**src/rtl/fp_pkg.sv**
```systemverilog
// Shared types and helpers for the FP compare/branch path: condition codes,
// the {UN,LT,GT,EQ} flags word, compare-unit result encodings and operand classifiers.
package fp_pkg;

  typedef enum logic [2:0] {
    COND_EQ     = 3'd0,
    COND_NE     = 3'd1,
    COND_LT     = 3'd2,
    COND_LE     = 3'd3,
    COND_GT     = 3'd4,
    COND_GE     = 3'd5,
    COND_UN     = 3'd6,
    COND_ALWAYS = 3'd7
  } cond_e;

  typedef struct packed {
    logic un;
    logic lt;
    logic gt;
    logic eq;
  } flags_t;

  typedef enum logic [1:0] {
    S_IDLE  = 2'd0,
    S_ISSUE = 2'd1,
    S_WAIT  = 2'd2,
    S_RESP  = 2'd3
  } state_e;

  localparam logic [1:0] CMP_EQ  = 2'b00;
  localparam logic [1:0] CMP_GT  = 2'b01;
  localparam logic [1:0] CMP_LT  = 2'b11;
  localparam logic [1:0] CMP_ILL = 2'b10;

  localparam flags_t FLAGS_UN = '{un: 1'b1, lt: 1'b0, gt: 1'b0, eq: 1'b0};
  localparam flags_t FLAGS_LT = '{un: 1'b0, lt: 1'b1, gt: 1'b0, eq: 1'b0};
  localparam flags_t FLAGS_GT = '{un: 1'b0, lt: 1'b0, gt: 1'b1, eq: 1'b0};
  localparam flags_t FLAGS_EQ = '{un: 1'b0, lt: 1'b0, gt: 1'b0, eq: 1'b1};

  function automatic logic is_nan(input logic [31:0] x);
    return (x[30:23] == 8'hFF) && (x[22:0] != 23'd0);
  endfunction

  function automatic logic is_zero(input logic [31:0] x);
    return x[30:0] == 31'd0;
  endfunction

  // The illegal encoding is folded into unordered rather than trusted.
  function automatic flags_t result_to_flags(input logic [1:0] r);
    case (r)
      CMP_EQ:  return FLAGS_EQ;
      CMP_GT:  return FLAGS_GT;
      CMP_LT:  return FLAGS_LT;
      default: return FLAGS_UN;
    endcase
  endfunction

  function automatic logic eval_cond(input cond_e c, input flags_t f);
    case (c)
      COND_EQ:  return f.eq;
      COND_NE:  return !f.eq;
      COND_LT:  return f.lt;
      COND_LE:  return f.lt | f.eq;
      COND_GT:  return f.gt;
      COND_GE:  return f.gt | f.eq;
      COND_UN:  return f.un;
      default:  return 1'b1;
    endcase
  endfunction

endpackage

```
**src/rtl/fp_operand_classify.sv**
```systemverilog
// Combinational NaN / zero detect for one IEEE-754 single operand.
module fp_operand_classify
  import fp_pkg::*;
(
  input  logic [31:0] op_i,
  output logic        nan_o,
  output logic        zero_o
);

  assign nan_o  = is_nan(op_i);
  assign zero_o = is_zero(op_i);

endmodule

```
**src/rtl/float_cmp_branch_unit.sv**
```systemverilog
// Request/response sequencer around the FP compare unit: issues operands, waits out
// the compare latency, folds in NaN/zero special cases and evaluates the branch condition.
module float_cmp_branch_unit
  import fp_pkg::*;
#(
  parameter int CMP_LATENCY = 1,
  parameter int FLAG_W      = 4
) (
  input  logic              clk_i,
  input  logic              rst_n_i,
  input  logic              req_valid_i,
  output logic              req_ready_o,
  input  logic [31:0]       req_a_i,
  input  logic [31:0]       req_b_i,
  input  logic [2:0]        req_cond_i,
  output logic [31:0]       cmp_a_o,
  output logic [31:0]       cmp_b_o,
  output logic              cmp_enable_o,
  input  logic [1:0]        cmp_result_i,
  output logic              rsp_valid_o,
  input  logic              rsp_ready_i,
  output logic              rsp_taken_o,
  output logic [FLAG_W-1:0] rsp_flags_o,
  output logic [FLAG_W-1:0] flags_q_o
);

  localparam logic [2:0] CNT_INIT = 3'(CMP_LATENCY - 1);

  state_e      state_q, state_d;
  logic [2:0]  cnt_q, cnt_d;
  logic [31:0] cmp_a_q, cmp_b_q;
  cond_e       cond_q;
  logic        any_nan_q, both_zero_q;
  flags_t      rsp_flags_q, rsp_flags_d, flags_q;
  logic        rsp_taken_q;
  logic        load_rsp;
  logic        a_nan, a_zero, b_nan, b_zero;
  logic        accept;
  logic        bypass;

  fp_operand_classify u_cls_a (.op_i(req_a_i), .nan_o(a_nan), .zero_o(a_zero));
  fp_operand_classify u_cls_b (.op_i(req_b_i), .nan_o(b_nan), .zero_o(b_zero));

  assign accept = (state_q == S_IDLE) && req_valid_i;
  assign bypass = any_nan_q | both_zero_q;

  always_comb begin
    state_d     = state_q;
    cnt_d       = cnt_q;
    load_rsp    = 1'b0;
    rsp_flags_d = rsp_flags_q;
    case (state_q)
      S_IDLE: begin
        if (req_valid_i) state_d = S_ISSUE;
      end
      S_ISSUE: begin
        if (bypass) begin
          // NaN wins over signed zero: any NaN operand is unordered.
          state_d     = S_RESP;
          load_rsp    = 1'b1;
          rsp_flags_d = any_nan_q ? FLAGS_UN : FLAGS_EQ;
        end else begin
          state_d = S_WAIT;
          cnt_d   = CNT_INIT;
        end
      end
      S_WAIT: begin
        if (cnt_q == 3'd0) begin
          state_d     = S_RESP;
          load_rsp    = 1'b1;
          rsp_flags_d = result_to_flags(cmp_result_i);
        end else begin
          cnt_d = cnt_q - 3'd1;
        end
      end
      S_RESP: begin
        if (rsp_ready_i) state_d = S_IDLE;
      end
      default: state_d = S_IDLE;
    endcase
  end

  always_ff @(posedge clk_i or negedge rst_n_i) begin
    if (!rst_n_i) begin
      state_q     <= S_IDLE;
      cnt_q       <= 3'd0;
      cmp_a_q     <= 32'd0;
      cmp_b_q     <= 32'd0;
      cond_q      <= COND_EQ;
      any_nan_q   <= 1'b0;
      both_zero_q <= 1'b0;
      rsp_flags_q <= '0;
      rsp_taken_q <= 1'b0;
      flags_q     <= '0;
    end else begin
      state_q <= state_d;
      cnt_q   <= cnt_d;
      if (accept) begin
        cmp_a_q     <= req_a_i;
        cmp_b_q     <= req_b_i;
        cond_q      <= cond_e'(req_cond_i);
        any_nan_q   <= a_nan | b_nan;
        both_zero_q <= a_zero & b_zero;
      end
      if (load_rsp) begin
        rsp_flags_q <= rsp_flags_d;
        flags_q     <= rsp_flags_d;
        rsp_taken_q <= eval_cond(cond_q, rsp_flags_d);
      end
    end
  end

  assign req_ready_o  = (state_q == S_IDLE);
  assign cmp_enable_o = (state_q == S_ISSUE) && !bypass;
  assign cmp_a_o      = cmp_a_q;
  assign cmp_b_o      = cmp_b_q;
  assign rsp_valid_o  = (state_q == S_RESP);
  assign rsp_taken_o  = rsp_taken_q;
  assign rsp_flags_o  = rsp_flags_q;
  assign flags_q_o    = flags_q;

endmodule
```
**config.mk**
```make
export PLATFORM = sky130hd
export DESIGN_NAME = float_cmp_branch_unit
export DESIGN_NICKNAME = d
export VERILOG_FILES = /design/src/rtl/fp_pkg.sv /design/src/rtl/fp_operand_classify.sv /design/src/rtl/float_cmp_branch_unit.sv
export SDC_FILE = /design/constraint.sdc
export NUM_CORES = 1
export LEC_CHECK = 0
export ABC_AREA = 1
export ABC_CLOCK_PERIOD_IN_PS = 1900
export CAP_MARGIN = 20
export CORE_MARGIN = 3
export CORE_UTILIZATION = 43
export CTS_CLUSTER_SIZE = 10
export DETAILED_ROUTE_END_ITERATION = 8
export PLACE_DENSITY_LB_ADDON = 0.05
export SYNTH_ARGS = -nofsm -noshare
export SYNTH_HDL_FRONTEND = slang
export SYNTH_SLANG_ARGS = --single-unit
```
**constraint.sdc**
```tcl
create_clock -name clk_i -period 1.9 [get_ports clk_i]
set_input_delay 0.475 -clock clk_i [delete_from_list [all_inputs] [get_ports clk_i]]
set_output_delay 0.475 -clock clk_i [all_outputs]
set_load 0.05 [all_outputs]
```
==> flow_summary.toml <==
[placement]
gp_congestion = 0.8509
port_buffers = 148
place_ws_ps = 119.6
dp_hpwl_um = 7099
place_area_mm2 = 0.005032

[routing]
drt_iter0_markers = 103
dr.pass1.iters = 4
wire_per_inst_um = 13.06
ant_nets = 0
routed_wl_um = 9064
via_per_inst = 4.654
drc = 0
vias = 3230

[sta]
min_period_ps = 1830
setup_viol = 0
maxSlewViolCount = 0
skew_ps = 8.563
fmax_ghz = 0.5464
slew_headroom_pct = 75.90
tightest_slew_ps = 361.5
rsz0062_at_grt = "true"
fin_crit_sh_pct = 96.32
finalHoldViolations = 0
worst_slack_ps = 69.89

[pwr]
total_power_w = 0.01007
p_seq_share_pct = 28.6
max-vdd-ir-drop_mv = 1.121
p_comb_share_pct = 58.9
p_sw_share_pct = 51.55
switchingPower_w = 0.005192
power_density_mw_per_mm2 = 1917
p_clk_share_pct = 12.4
p_leak_nw = 2.729
p_int_w = 0.004880

[cts]
clock_latency_ps = 350
clk_path_buf_depth = 2
root_buffer = "clkbuf_8"
numCtsBuffers = 9
clk_pin_slew_ps = 80
numClockSinks = 79
hold_buffers = 0
cts_tree = "yes"
htree_levels = 3

[flow_run]
maxCapViolations = 0

[grt]
antenna_found_initial = 0
grt_pass1_wl_um = 15170
grt_pass1_vias = 3209
track_usage_pct = 19.67
grt_max_degree = 78
gr-total-overflow = 0

[synth]
syn_avg_cell_area_um2 = 8.193
ys_types = 20
syn-cell-area_mm2 = 0.003572
ys_seq_area_share_pct = 55.34
synth_fp_nets = 515
yosys_warnings = 0
syn_inst = 436
synth-seq-cells = 79

[setup_path]
reg2reg_slack_ps = 240
worstSetupPathType = "flop to primary output"
cp_num_buf_inv = 2
cp_top_family = "flip-flops"
critPathArrivalTime_ps = 1360
cpPeakStageDelay_ps = 440
cp_slowest_cell = "dfrtp_1"
crit_path_cell_trace = "inv_1 -> ha_2 -> buf_12"
end_kind = "primary output"
cp.required_ps = 1420
crit_fanout = 5
cp-start-kind = "flop"

[floorplanning]
fp.dieW_um = 97.15
placeableCoreArea_mm2 = 0.007888
chipHeight_um = 97.15
boundaryPins = 149
initial_core_util_pct = 45.29
dieArea_mm2 = 0.009437
fp-row-count = 32

[finish]
postLayoutCellArea_mm2 = 0.005254
areaGrowthSynthToFinish_pct = 47.08
final_common_cell = "nand2_1"
nets = 666
drive_gt1_share_pct = 18.92
n_antenna_cell = 0
mostFrequentLayoutCells = "130 x nand2_1, 82 x buf_4, 79 x dfrtp_1"

[run_status]
status = "finished clean"

[hold_path]
hold_class = "input port to asynchronous set/reset pin"
==> cells by family after synthesis <==
group / share of synthesized area (%)
simple gates: 21.40
buf+inv: 10.44
flops: 55.34
compound gates: 10.72
fa+ha+maj: 2.102
==> registers in the layout (all words and copies together) (netlist names) <==
register and flops:
any_nan_q 1, state_q 2, cmp_a_o 32, rsp_taken_o 1
cond_q 3, cnt_q 3, both_zero_q 1, flags_q_o 4
cmp_b_o 32
==> final cells by class <==
class / instances / area [um^2]
fillers: 685 / 2634
flip-flops and latches: 79 / 1977
repair buffers: 158 / 1426
multi-input cells: 264 / 1242
inverters: 75 / 281.5
clock buffers: 11 / 141.4
well taps: 102 / 127.6
clock inverters: 5 / 57.56
==> synthesized netlist by cell type, drive strengths merged <==
cell type  count  area, um^2
a21oi          4       23.77
a31oi          3       18.77
buf           11       65.06
clkbuf         7       26.28
dfrtp         79        1977
ha             6       75.07
inv           75       281.5
nand2        132       500.5
nand3         11       55.05
nand4         13       81.33
nor2          18       67.56
nor3           7       35.03
nor4           4       25.02
o21ai         64       327.8
o22ai          2       12.51
==> routing by layer <==
metal	global-route usage (%)	up-vias	part of all wire [%]	routed length (um)
met5	0	-	0	0
met4	7.559	0	2.1	193
met1	23.80	1445	43	3862
met2	32.75	108	48	4339
li1	-	1663	-	-
met3	6.246	14	7.4	669
==> path summary, 6_finish.rpt <==
kind / startpoint / to / cells after the start
worst max-delay path: state_q[0] / req_ready_o / 3
worst min-delay path: rst_n_i / flags_q_o[2] / 1
worst max register to register: state_q[0] / state_q[0] / 9
worst min register to register: cmp_a_o[31] / cmp_a_o[31] / 2
max in group asynchronous: rst_n_i / cmp_a_o[13] / 2
min in group clk_i: cmp_a_o[31] / cmp_a_o[31] / 2
==> per-stage QoR <==
| stage | std cells | setup TNS (ps) | utilization, % | hold slack, ps |
|---|---|---|---|---|
| 2_1_floorplan | 436 | 0 | - | 179.4 |
| 3_3_place_gp | 677 | 0 | 63.80 | 401.9 |
| 3_5_place_dp | 677 | 0 | 63.80 | 408.2 |
| 4_1_cts | 693 | 0 | 66.35 | 29.00 |
| 5_1_grt | 694 | -3.683 | 66.61 | 36.73 |
| 6_report | 694 | 0 | 66.61 | 33.03 |
==> power groups by stage <==
stage | Combinational (W) | Sequential (W) | Clock, W
6_report | 0.00594 | 0.00288 | 0.00125
5_1_grt | 0.00636 | 0.00298 | 0.00137
4_1_cts | 0.00597 | 0.00288 | 0.00128
3_5_place_dp | 0.00597 | 0.00289 | 0
3_3_place_gp | 0.00590 | 0.00288 | 0
2_1_floorplan | 0.00166 | 0.00522 | 0
==> timing repair <==
action / CTS / global route
setup buffers: 0 / 1
gates cloned: 0 / 0
setup endpoints to repair: 1 / 2
resized for setup: 1 / 3
(Power assumes the default switching activity.)
